===== config.mk =====
export PLATFORM = sky130hd
export DESIGN_NAME = fact_datapath
export DESIGN_NICKNAME = d
export VERILOG_FILES = /design/src/rtl/fact_datapath.sv
export SDC_FILE = /design/constraint.sdc
export NUM_CORES = 1
export LEC_CHECK = 0
export CAP_MARGIN = 20
export CORE_MARGIN = 10
export CORE_UTILIZATION = 59
export DETAILED_ROUTE_END_ITERATION = 6
export GPL_ROUTABILITY_DRIVEN = 0
export GPL_TIMING_DRIVEN = 0
export PLACE_DENSITY = 0.83
export SYNTH_ARGS = -nofsm -noshare
export SYNTH_HDL_FRONTEND = slang
export SYNTH_SLANG_ARGS = --single-unit

===== constraint.sdc =====
create_clock -name clk -period 6.2 [get_ports clk]
set_input_delay 0.93 -clock clk [delete_from_list [all_inputs] [get_ports clk]]
set_output_delay 0.93 -clock clk [all_outputs]
set_load 0.005 [all_outputs]

===== src/rtl/fact_datapath.sv =====
`default_nettype none
// ============================================================================
// Module   : fact_datapath
// Purpose  : Factorial datapath computing n! by nested repeated addition,
//            with loop status flags and a synchronised start pulse.
//            Optional cycle counter enabled by FACT_CYCLE_COUNT_EN.
// Revision : 1.0 - initial release
// ============================================================================
module fact_datapath #(
  parameter int N_W = 4,
  parameter int R_W = 32
) (
  input  logic           clk,
  input  logic           rst,
  input  logic           go_async,
  input  logic [N_W-1:0] n_in,
  input  logic           inicio,
  input  logic           whilen,
  input  logic           whilej,
  input  logic           fine,
  output logic           go_sync,
  output logic           ngt0,
  output logic           jgt1,
  output logic [R_W-1:0] result,
  output logic           done,
  output logic           overflow,
  output logic [15:0]    cycles
);

  logic           r_s1, r_s2, r_s3;
  logic [N_W-1:0] r_n, r_j;
  logic [R_W-1:0] r_acc, r_base, r_result;
  logic           r_done, r_overflow;
  logic [R_W:0]   w_sum;
  logic [N_W-1:0] w_n_dec, w_j_dec;

  // Two-flop synchroniser followed by a rising-edge detector.
  always_ff @(posedge clk) begin
    if (rst) begin
      r_s1 <= 1'b0;
      r_s2 <= 1'b0;
      r_s3 <= 1'b0;
    end else begin
      r_s1 <= go_async;
      r_s2 <= r_s1;
      r_s3 <= r_s2;
    end
  end

  assign go_sync = r_s2 & ~r_s3;

  assign w_sum   = {1'b0, r_acc} + {1'b0, r_base};
  assign w_n_dec = (r_n != '0) ? r_n - N_W'(1) : r_n;
  assign w_j_dec = (r_j != '0) ? r_j - N_W'(1) : r_j;

  always_ff @(posedge clk) begin
    if (rst) begin
      r_n        <= '0;
      r_j        <= '0;
      r_acc      <= '0;
      r_base     <= '0;
      r_result   <= '0;
      r_done     <= 1'b0;
      r_overflow <= 1'b0;
    end else if (inicio) begin
      r_n        <= n_in;
      r_j        <= '0;
      r_acc      <= R_W'(1);
      r_base     <= '0;
      r_result   <= '0;
      r_done     <= 1'b0;
      r_overflow <= 1'b0;
    end else if (whilen) begin
      r_base <= r_acc;
      r_j    <= r_n;
      r_n    <= w_n_dec;
    end else if (whilej) begin
      r_acc <= w_sum[R_W-1:0];
      r_j   <= w_j_dec;
      if (w_sum[R_W]) begin
        r_overflow <= 1'b1;
      end
    end else if (fine && !r_done) begin
      // Only the first fine after inicio captures; later ones hold.
      r_result <= r_acc;
      r_done   <= 1'b1;
    end
  end

  assign ngt0     = (r_n != '0);
  assign jgt1     = (r_j > N_W'(1));
  assign result   = r_result;
  assign done     = r_done;
  assign overflow = r_overflow;

`ifdef FACT_CYCLE_COUNT_EN
  logic [15:0] r_cycles;

  // The inicio cycle itself is part of the measured span, hence the load of 1.
  always_ff @(posedge clk) begin
    if (rst) begin
      r_cycles <= 16'h0000;
    end else if (inicio) begin
      r_cycles <= 16'h0001;
    end else if (!r_done && !fine && (r_cycles != 16'hFFFF)) begin
      r_cycles <= r_cycles + 16'h0001;
    end
  end

  assign cycles = r_cycles;
`else
  assign cycles = 16'h0000;
`endif

endmodule
`default_nettype wire

==> summary by stage, run 1 <==
Synth
For this run, the register share of the synthesized area comes to 37.0%. The count of warnings emitted by yosys is 0. The number of enable-type register cells in the synthesized netlist is 0.

The adder-cell share of the synthesized area is 8.20%. The count of distinct cell types in the synthesized netlist is 62. In this run, synthesis produced a sequential element count of 109. Summing the areas of all compound-gate instances in the mapped netlist gives around a fifth of the synthesized area. The post-synthesis instance area is 5890 sq um. The most used flip-flop cell after synthesis is sky130_fd_sc_hd__dfxtp_1. The mux contribution to synthesized area is 5.61%. By area the synthesized netlist is led by sky130_fd_sc_hd__dfxtp_1 (37%), sky130_fd_sc_hd__nand2_1 (8.3%), sky130_fd_sc_hd__ha_1 (7.9%). After Yosys synthesis, and, or, nand and nor cells account for just under 20% of the synthesized area. The proportion of netlist area held by the largest area contributor is 37.0%. The share of flip-flops with an asynchronous set or reset after synthesis is 0%.

After technology mapping, the gate count stands at between 700 and 800. The synthesized area per cell is 8.15 sq um. The combinational family with the most area after synthesis is compound AO/OA/AOI/OAI gates. The biggest area consumer among synthesized cells is sky130_fd_sc_hd__dfxtp_1.

After Yosys synthesis, XOR and XNOR cells account for 3.12% of the synthesized area.

Detailed routing
The number of iterations in the first detailed-routing pass is 5. The routed layout has 5236 vias. The antenna violation net count after detailed routing is 0.

The number of DRC markers after the initial detailed-route iteration is 408. For this block, the routed nets add up to 14300 um of wire. After detailed routing, the number of remaining DRC violations is 0. The via density per instance is 5.62.

The average detailed-routed wire length per instance is ~15 um.

Clocking
After clock tree synthesis, the clock-pin slew on the worst setup and hold paths is 0.11 ns. TritonCTS created 9 clock buffers. The count of clock tree sinks is roughly 110. The quantity of gates resized following cts is 0. The longest clock path from root to sink contains 2 buffers. After clock tree synthesis, the setup repair step added 0 buffers.

The H-tree depth is 3. The hold-fix buffer count after cts is 0. The source-to-sink clock delay at the later pin of the worst-skew pair is 0.39 ns.

The clock root buffer is sky130_fd_sc_hd__clkbuf_8. The CTS tree is built.

Worst setup path
The critical path starts at r_acc[0]. The critical setup path kind is reg -> reg. The setup slack on the worst flop-to-flop path is between 3 and 4 ns.

Of all nets on the critical path, the largest fanout is 4. The timing endpoint of the critical path is r_acc[24]. The endpoint identified for the worst register-to-register timing path is r_acc[24].

The worst register-to-register path begins at r_acc[0]. The element type at the critical path start is a flop. At the worst endpoint, the required time is 6.45 ns. Counting cells, the worst reg-to-reg path comes to 10.

The arrival time of data at the critical path endpoint is 3.36 ns. The endpoint kind of the worst setup timing path is a flop.

STA
The number of failing setup endpoints in the final timing report is 0. The worst slew margin relative to its limit is 45.1%. Timing would allow up to between 300 and 400 MHz. The count of endpoints failing hold in the final timing report is 0. The number of max-slew violations in the final report came to 0. The post-route minimum period is 3.11 ns. In the finished design, the share of the clock period the worst path needs comes to roughly 50%. At the pin with the least slew margin, the transition time is 0.823 ns.

Clock skew on the completed layout was measured at 0.0134 ns. After routing, the total negative slack on setup checks comes to 0 ns. Setup repair after global routing left no endpoint under its margin.

GRT
The pin count of the biggest net entering global routing is 17. The first global-routing pass estimated around 24000 um of wire. The via count of the first global-routing pass is 5096. The total global routing overflow is 0.

The initial antenna violation count is 0. In the global route stage, overall resource usage came out at 19.5%.

Power
The switching power total is 304 uW. The worst ir drop on vdd is 182 uV. The completed layout was analyzed and its total power is 1240 uW. The relative contribution of the clock network to total power is 34.7%. Combinational logic is responsible for under 10% of the overall power. Cell internal power was estimated by the tool at around 930 uW. The power density over the cells is 183 nW/um^2. Net switching is 24.6% of the power. The leakage power figure is 0.00279 uW. Per report_power, the sequential group accounts for 57.5% of the total.

Placement
The number of cells after detailed placement is 916. Detailed placement finished with a half-perimeter wire length of around 11000 um. The number of buffers inserted by port buffering is 45.

Die
64 I/O pins were placed. The total area inside the core boundary comes to 9770 sq um. The floorplan die height is 120 um. The die covers 14400 sq um. The floorplan has 36 rows.

Once the floorplan was initialized, standard cells occupied approximately three fifths of the core. The die is 120 um wide.

Cells and area
For this run, the post-layout net count is 843. The library cell used most frequently in the layout, excluding fill and tap cells, is sky130_fd_sc_hd__nand2_1. The area overhead of the layout relative to synthesis is 14.8%. Leaving out fill and tap cells, the most frequent cells in the layout are sky130_fd_sc_hd__nand2_1 (130), sky130_fd_sc_hd__dfxtp_1 (109), sky130_fd_sc_hd__a21oi_1 (92). The combined area of the multi-input logic cells is roughly 3400 sq um.

The filler cells instantiated in the layout total 847. The utilization after layout is between 60 and 70%. 0 antenna diodes ended up in the layout. The number of standard cells in the layout, taps in and fillers out is 932.

In the final layout, the share of cells above drive strength 1 is 7.38%. The sequential cells in the finished layout cover a total of 2180 sq um.

Run
The number of max-cap violations is 0.

Hold path
The class of the tightest hold or removal check is reg -> reg.

Outcome
The flow ran to the end, and the final reports show no timing, DRC or antenna violations.
[stage by stage]
step	cell area, sq um	worst slack [ns]	hold WS, ns
after floorplan	5950	3.65	0.414
after global placement	6570	3.15	0.428
after detailed placement	6570	3.12	0.448
after CTS	6760	3.17	0.460
after global routing	6760	3.01	0.479
final	6760	3.09	0.460
[power by group through the flow]
stage	combinational, uW	clock [uW]	sequential, uW
floorplan	66.0	0	725
global placement	92.4	0	726
detailed placement	95.6	0	726
CTS	96.0	434	710
global route	108	461	711
finish	96.4	429	710
[kinds of logic after synthesis]
group | Yosys count
AO/OA/AOI/OAI | 184
multiplexers | 33
flip-flops | 109
XOR/XNOR | 21
adder cells (fa/ha/maj) | 38
AND/OR/NAND/NOR | 266
buffers and inverters | 71
other | 1
[layer usage]
layer | vias to the layer above | track usage (%) | wire (um)
met3 | 32 | 5.81 | 857
met1 | 2433 | 22.6 | 6050
met5 | - | 0 | 0
li1 | 2621 | - | -
met4 | 0 | 7.24 | 363
met2 | 150 | 33.3 | 7020
[worst min path at each step]
stage	from	to	slack (ns)	depth (start not counted)
after detailed placement	result[20]	result[20]	0.45	2
after floorplan	r_s1	r_s2	0.41	1
final	result[20]	result[20]	0.46	2
after CTS	result[20]	result[20]	0.46	2
after global routing	r_s1	r_s2	0.48	1
after global placement	r_s1	r_s2	0.43	1
[flip-flops by register name, summed over array words and instances, names as in the netlist]
| name | cells |
|---|---|
| r_acc | 32 |
| r_base | 32 |
| result | 32 |
| r_j | 4 |
| r_n | 4 |
| done | 1 |
| overflow | 1 |
| r_s1 | 1 |
| r_s2 | 1 |
| r_s3 | 1 |
[cell usage after synthesis, types with 6 or more instances]
master / number
sky130_fd_sc_hd__nand4_1: 8
sky130_fd_sc_hd__xnor2_1: 11
sky130_fd_sc_hd__a211oi_1: 11
sky130_fd_sc_hd__inv_1: 13
sky130_fd_sc_hd__nor3_1: 6
sky130_fd_sc_hd__mux2i_1: 33
sky130_fd_sc_hd__a21o_1: 18
sky130_fd_sc_hd__xor2_1: 10
sky130_fd_sc_hd__clkbuf_1: 27
sky130_fd_sc_hd__buf_4: 17
sky130_fd_sc_hd__ha_1: 37
sky130_fd_sc_hd__o21bai_1: 7
sky130_fd_sc_hd__nand2_1: 130
sky130_fd_sc_hd__nor2b_1: 8
sky130_fd_sc_hd__a21oi_1: 92
sky130_fd_sc_hd__nand3_1: 13
sky130_fd_sc_hd__nor2_1: 73
sky130_fd_sc_hd__dfxtp_1: 109
sky130_fd_sc_hd__o21ai_0: 21
[critical path, cell delays in order, from the launching register on]
cell	delay [ns]
sky130_fd_sc_hd__dfxtp_1	0.36
sky130_fd_sc_hd__ha_1	0.25
sky130_fd_sc_hd__fa_1	0.42
sky130_fd_sc_hd__a21oi_1	0.17
sky130_fd_sc_hd__nor2b_1	0.08
sky130_fd_sc_hd__a311o_2	0.44
sky130_fd_sc_hd__a21oi_1	0.31
sky130_fd_sc_hd__o31ai_1	0.20
sky130_fd_sc_hd__a21oi_1	0.44
sky130_fd_sc_hd__xor2_1	0.21
sky130_fd_sc_hd__o21ai_0	0.10
[cell type report]
class | count | share of cell area [%]
buffer | 58 | 5.07
clock buffer | 13 | 2.65
clock inverter | 3 | 0.259
inverter | 13 | 0.722
multi-input combinational | 558 | 49.9
sequential | 109 | 32.3
tap | 133 | 2.46
timing repair buffer | 45 | 6.66
Note: power is estimated with default switching activity, not from simulation.
==> inputs of run 2 (changes only) <==
Settings changed: CORE_UTILIZATION 59 to 57, PLACE_DENSITY 0.83 to 0.8.
Clock period 6.2 ns to 3.1 ns, I/O delays scaled along.
==> summary by stage, run 2 (same netlist as run 1, synthesis figures left out) <==
Die
The core region area is 10200 sq um (+4.2%). The die width was 122 um (+1.5%). The area enclosed by the die boundary is 14800 sq um (+2.9%). The initial core utilization is 57.9% (-2.4 points). The number of rows created at floorplan is 37 (+2.8%).

The boundary pin count came to 64 (unchanged). The floorplan die height was 122 um (+1.5%).

Clocking
The H-tree depth is 3 (unchanged). The deepest clock path buffer count is 2 (unchanged). The hold-fix buffer count after cts is 0 (unchanged). The count of clock tree sinks came to 109 (unchanged). The clock input transition at the sequential cells of the worst setup and hold paths is 0.11 ns (about the same). TritonCTS built the clock tree. The number of buffers added by the clock tree synthesis step is 9 (unchanged). The clock root buffer is sky130_fd_sc_hd__clkbuf_8.

The source-to-sink clock delay at the later pin of the worst-skew pair came to 0.39 ns (about the same).

GRT
The total global routing overflow is 0 (unchanged). The pin count of the biggest net entering global routing came to 18 (+1). The met1 usage came to 22.3% (-0.32 points). The met3 layer usage reported by global route is 5.18% (-0.63 points). The global routing stage identified its most utilized layer as met2. The routing usage on met2 is 33.2% (-0.14 points).

The wire length of the first global-routing pass is 23400 um (-1.0%). The initial antenna violation count came to 0 (unchanged). The via count of the first global-routing pass is 5033 (-1.2%).

The total track usage came to 19.0% (-0.50 points).

Power
The power density over the cells is 374 nW/um^2 (+100%). The leakage power figure is 0.00281 uW (+0.45%). The worst ir drop on vdd is 295 uV (+62%).

Worst setup path
The largest incremental delay on the critical path is 0.43 ns (about the same). The critical register-to-register path endpoint is r_acc[22]. The arrival time of data at the critical path endpoint is 3.22 ns (-0.14 ns). Walking the worst path, the cells encountered are ha_1 -> fa_1 -> a21oi_1 -> nor2b_1 -> a311o_2 -> a31oi_1 -> o21ai_1 -> nand3_1 -> a211oi_1 -> a211o_1. The element type at the critical path start is a flop. The library cell contributing the largest single delay on the critical path is sky130_fd_sc_hd__a311o_2.

The startpoint of the most critical register-to-register path is r_acc[0]. The worst setup path is of the reg -> reg kind. The setup slack on the worst flop-to-flop path is 0.15 ns (-2.94 ns). The number of cells traversed by the worst register-to-register path was 10 (unchanged). The maximum net fanout on the critical path came to 6 (+2).

The family with the most delay on the worst path is compound AO/OA/AOI/OAI gates. The endpoint kind of the worst setup timing path is a flop. The buffer and inverter count on the worst path is 0 (unchanged). The endpoint required time on the critical path came to 3.37 ns (-3.08 ns).

Placement
The post-detailed-placement half-perimeter wirelength is 10600 um (-2.3%). The area of placed instances is 6570 sq um (about the same). The number of buffers inserted by port buffering came to 45 (unchanged).

Outcome
The run finished with clean final reports.

Detailed routing
The sum of routed wire length over all layers is 13800 um (-3.1%). The via density per instance is 5.54 (-1.4%). The number of iterations in the first detailed-routing pass is 6 (+1).

The detailed-route DRC error count is 0 (unchanged). The total number of vias came to 5180 (-1.1%). The average detailed-routed wire length per instance is 14.8 um (-3.4%). The number of DRC markers after the initial detailed-route iteration came to 292 (-28%). The antenna violation net count after detailed routing is 0 (unchanged).

STA
The number of max-slew violations in the final report came to 0 (unchanged). The fmax is 339 MHz (+5.4%). The post-route clock skew is 0.0169 ns (+0.00347 ns). The actual slew at the worst max-slew pin is 0.800 ns (-0.0229 ns). The post-route minimum period is 2.95 ns (-0.158 ns).

The number of failing setup endpoints in the final timing report is 0 (unchanged). Setup repair after global routing left no endpoint under its margin. The worst slew margin relative to its limit is 46.6% (+1.5 points). The final clock period utilization by the worst path came to 95.1% (+45 points). The setup TNS was 0 ns (unchanged). The count of endpoints failing hold in the final timing report is 0 (unchanged).

Hold path
In this run the most critical hold path is launched from rst. The min-delay analysis places its worst path in the category in -> reg. The capture endpoint of the worst hold path is r_n[3]. The count of cells along the worst hold path is 2 (unchanged).

Run
The number of max-cap violations came to 0 (unchanged).

Cells and area
The antenna diode instance count is 0 (unchanged). The final net count is 843 (unchanged). The area growth from synthesis to layout is 15.2%. The most common cell after layout, fill and taps aside is sky130_fd_sc_hd__nand2_1. In the layout the commonest cells are sky130_fd_sc_hd__nand2_1 (130), sky130_fd_sc_hd__dfxtp_1 (109), sky130_fd_sc_hd__a21oi_1 (91).

The fraction of layout cells with a size suffix above 1 is 7.51% (+0.13 points). The final design area excluding fillers is 6790 sq um (+0.43%).
[run 2: worst max-delay path by stage]
stage	start	endpoint	slack [ns]	depth (start not counted)
finish	r_acc[0]	r_acc[22]	0.15	10
global route	r_acc[0]	r_acc[22]	0.02	10
CTS	r_acc[0]	r_acc[24]	0.14	10
global placement	r_acc[0]	r_acc[24]	0.15	10
detailed placement	r_acc[0]	r_acc[24]	0.20	10
floorplan	r_acc[0]	r_acc[22]	0.55	10
[run 2: power breakdown]
part / internal [uW] / total, uW / switching, uW
registers: 1410 / 1420 / 10.0
clock network: 445 / 925 / 480
logic: 76.7 / 193 / 116
[run 2: repair_timing]
action	4_1_cts	5_1_grt
resized for setup	0	1
setup buffers	0	0
endpoints found under the setup margin	0	1
[run 2: through the flow]
| stage | hold slack [ns] | cells | utilization [%] | worst slack (ns) | total power, uW |
|---|---|---|---|---|---|
| finish | 0.449 | 935 | 66.7 | 0.151 | 2540 |
| global route | 0.470 | 935 | 66.7 | 0.0208 | 2640 |
| CTS | 0.437 | 935 | 66.6 | 0.139 | 2560 |
| detailed placement | 0.436 | 919 | 64.5 | 0.204 | 1640 |
| global placement | 0.427 | 919 | 64.5 | 0.145 | 1640 |
| floorplan | 0.414 | 738 | - | 0.552 | 1580 |
[run 2: layout make-up]
| cell class | count | area, sq um |
|---|---|---|
| timing repair buffer | 45 | 450 |
| clock buffer | 12 | 165 |
| multi-input combinational | 558 | 3380 |
| fill | 871 | 3390 |
| tap | 136 | 170 |
| buffer | 58 | 343 |
| sequential | 109 | 2180 |
| clock inverter | 4 | 52.6 |
| inverter | 13 | 48.8 |
[run 2: layer usage]
| layer | wire [um] | part of all wire, % |
|---|---|---|
| met4 | 153 | 1.1 |
| met1 | 5980 | 43 |
| met2 | 6910 | 50 |
| met3 | 797 | 5.8 |
| met5 | 0 | 0 |
==> inputs of run 3 (changes only) <==
Settings changed: CELL_PAD_IN_SITES_DETAIL_PLACEMENT set to 0, CELL_PAD_IN_SITES_GLOBAL_PLACEMENT set to 2, CORE_UTILIZATION 57 to 31, PLACE_DENSITY 0.8 to not set, PLACE_DENSITY_LB_ADDON set to 0.1.
Clock period 3.1 ns to 2.5 ns, I/O delays scaled along.
==> summary by stage, run 3 (same netlist as run 1, synthesis figures left out) <==
GRT
The pin count of the biggest net entering global routing was 17 (-1). The total global routing overflow came to 0 (unchanged). The via count of the first global-routing pass is 5188 (+3.1%). The total track usage is 13.9% (-5.1 points). The wire length of the first global-routing pass came to 27400 um (+17%). The initial antenna violation count came to 0 (unchanged).

Cells and area
The fraction of layout cells with a size suffix above 1 is 14.8% (+7.3 points). The library cells used most frequently in the layout, excluding fill and tap cells, are sky130_fd_sc_hd__nand2_1 (130), sky130_fd_sc_hd__dfxtp_1 (102), sky130_fd_sc_hd__a21oi_1 (86). The antenna diode instance count is 0 (unchanged).

The most common cell after layout, fill and taps aside is sky130_fd_sc_hd__nand2_1. The number of standard cells in the layout, taps in and fillers out is 1047 (+12%). The final net count came to 857 (+1.7%). The area overhead of the layout relative to synthesis is 25.7%.

Detailed routing
The via density per instance is 4.97 (-10%). The number of iterations in the first detailed-routing pass is 5 (-1). The total number of vias was 5199 (+0.37%). The antenna violation net count after detailed routing is 0 (unchanged). The detailed-route DRC error count is 0 (unchanged). The sum of routed wire length over all layers is 17300 um (+25%).

The number of DRC markers after the initial detailed-route iteration is 207 (-29%). The average detailed-routed wire length per instance is 16.5 um (+11%).

Placement
The number of cells after detailed placement is 1017 (+11%). The number of buffers inserted by port buffering is 45 (unchanged). The post-detailed-placement half-perimeter wirelength is 12700 um (+20%).

Die
The core region area was 18700 sq um (+84%). The initial core utilization was 31.5% (-26 points). The area enclosed by the die boundary is 24900 sq um (+68%). The floorplan die height is 158 um (+30%). The number of rows created at floorplan was 50 (+35%). The boundary pin count came to 64 (unchanged). The die width is 158 um (+30%).

STA
The count of endpoints failing hold in the final timing report is 0 (unchanged). The post-route clock skew is 0.00922 ns (-0.00768 ns). The worst slew margin relative to its limit came to 41.4% (-5.3 points). The final clock period utilization by the worst path is 99.6% (+4.5 points). The number of max-slew violations in the final report was 0 (unchanged).

The actual slew at the worst max-slew pin came to 0.879 ns (+0.0788 ns). The number of failing setup endpoints in the final timing report came to 0 (unchanged). The post-route minimum period is 2.49 ns (-0.459 ns). The fmax came to 402 MHz (+18%).

The setup TNS was 0 ns (unchanged). Setup repair after global routing could not meet its margin everywhere.

Worst setup path
STA classifies the critical path endpoint as a flop. STA classifies the critical path startpoint as a flop. The endpoint required time on the critical path is 2.74 ns (-0.63 ns).

The maximum net fanout on the critical path is 3 (-3). The arrival time of data at the critical path endpoint is 2.73 ns (-0.49 ns). The critical setup path kind is reg -> reg.

Clocking
The H-tree depth is 3 (unchanged). The count of clock tree sinks is 109 (unchanged). The source-to-sink clock delay at the later pin of the worst-skew pair is 0.36 ns (-0.03 ns). The hold-fix buffer count after cts came to 0 (unchanged). The deepest clock path buffer count came to 2 (unchanged). The tree is rooted in a sky130_fd_sc_hd__clkbuf_16. The number of buffers added by the clock tree synthesis step is 9 (unchanged).

The clock input transition at the sequential cells of the worst setup and hold paths was 0.07 ns (-0.04 ns). TritonCTS built the clock tree.

Outcome
The run finished with clean final reports.

Power
The worst ir drop on vdd came to 308 uV (+4.6%). The power density over the cells is 457 nW/um^2 (+22%). The leakage power figure was 0.00294 uW (+4.9%).

Hold path
The class of the tightest hold or removal check is in -> reg.

Run
The number of max-cap violations came to 0 (unchanged).
[run 3: cell count changes in the layout (fill, tap and decap cells not counted), moves of 4 or more]
| cell | before | now |
|---|---|---|
| sky130_fd_sc_hd__clkbuf_8 | 15 | 4 |
| sky130_fd_sc_hd__buf_4 | 17 | 35 |
| sky130_fd_sc_hd__nor2_1 | 73 | 69 |
| sky130_fd_sc_hd__ha_4 | 0 | 5 |
| sky130_fd_sc_hd__a21oi_1 | 91 | 86 |
| sky130_fd_sc_hd__nand3_1 | 13 | 9 |
| sky130_fd_sc_hd__dfxtp_2 | 0 | 6 |
| sky130_fd_sc_hd__clkbuf_16 | 0 | 9 |
| sky130_fd_sc_hd__o21ai_1 | 1 | 5 |
| sky130_fd_sc_hd__ha_1 | 37 | 30 |
| sky130_fd_sc_hd__o21ai_0 | 21 | 15 |
| sky130_fd_sc_hd__a21oi_2 | 1 | 5 |
| sky130_fd_sc_hd__dfxtp_1 | 109 | 102 |
[run 3: what timing repair did]
item / in CTS / in global routing
setup endpoints to repair: 17 / 18
gates cloned: 0 / 0
pin swaps: 20 / 28
gates resized for setup: 35 / 38
buffers inserted: 13 / 6
[run 3: critical path, cell delays in order, from the launching register on]
cell and delay, ns:
sky130_fd_sc_hd__dfxtp_4 0.35, sky130_fd_sc_hd__ha_4 0.17, sky130_fd_sc_hd__fa_2 0.37, sky130_fd_sc_hd__a21oi_2 0.15, sky130_fd_sc_hd__nor2b_2 0.06, sky130_fd_sc_hd__a311o_2 0.45
sky130_fd_sc_hd__a21oi_4 0.20, sky130_fd_sc_hd__o31ai_4 0.09, sky130_fd_sc_hd__a21oi_2 0.16, sky130_fd_sc_hd__buf_4 0.14, sky130_fd_sc_hd__xor2_1 0.16, sky130_fd_sc_hd__o21ai_1 0.08
[run 3: where the power goes]
| group | internal, uW | switching [uW] |
|---|---|---|
| Sequential | 1750 | 13.0 |
| Clock | 706 | 661 |
| Combinational | 97.7 | 155 |
[run 3: routing by layer]
metal | global-route usage [%] | share of wire (%) | wire (um) | vias to the layer above
met5 | 0 | 0 | 0 | -
met4 | 3.38 | 1.2 | 199 | 0
met3 | 2.93 | 3.3 | 562 | 15
met2 | 23.6 | 49 | 8390 | 62
met1 | 17.5 | 47 | 8120 | 2471
li1 | - | - | - | 2651
[run 3: cell type report]
class / instances / area [sq um]
Inverter: 13 / 48.8
Clock inverter: 3 / 21.3
Tap cell: 234 / 293
Buffer: 53 / 313
Fill cell: 1918 / 11300
Clock buffer: 13 / 250
Sequential cell: 109 / 2190
Multi-Input combinational cell: 558 / 3690
Timing Repair Buffer: 64 / 597
[run 3: per-stage QoR]
step | total power (uW) | worst slack, ns | util, % | hold WS, ns | cell area (sq um)
2_1_floorplan | 1960 | 0.0165 | - | 0.414 | 5960
3_3_place_gp | 2050 | -0.622 | 35.8 | 0.427 | 6700
3_5_place_dp | 2050 | -0.594 | 35.8 | 0.431 | 6700
4_1_cts | 3440 | -0.00663 | 38.7 | 0.413 | 7230
5_1_grt | 3540 | -0.0815 | 39.6 | 0.450 | 7410
6_report | 3380 | 0.00952 | 39.6 | 0.405 | 7410
[run 3: final timing paths]
kind | start | endpoint | slack (ns) | cells after the start
hold / removal | rst | r_n[2] | 0.41 | 2
setup reg to reg | r_acc[0] | r_acc[24] | 0.01 | 11
setup / recovery | r_acc[0] | r_acc[24] | 0.01 | 11
hold reg to reg | r_s1 | r_s2 | 0.45 | 1
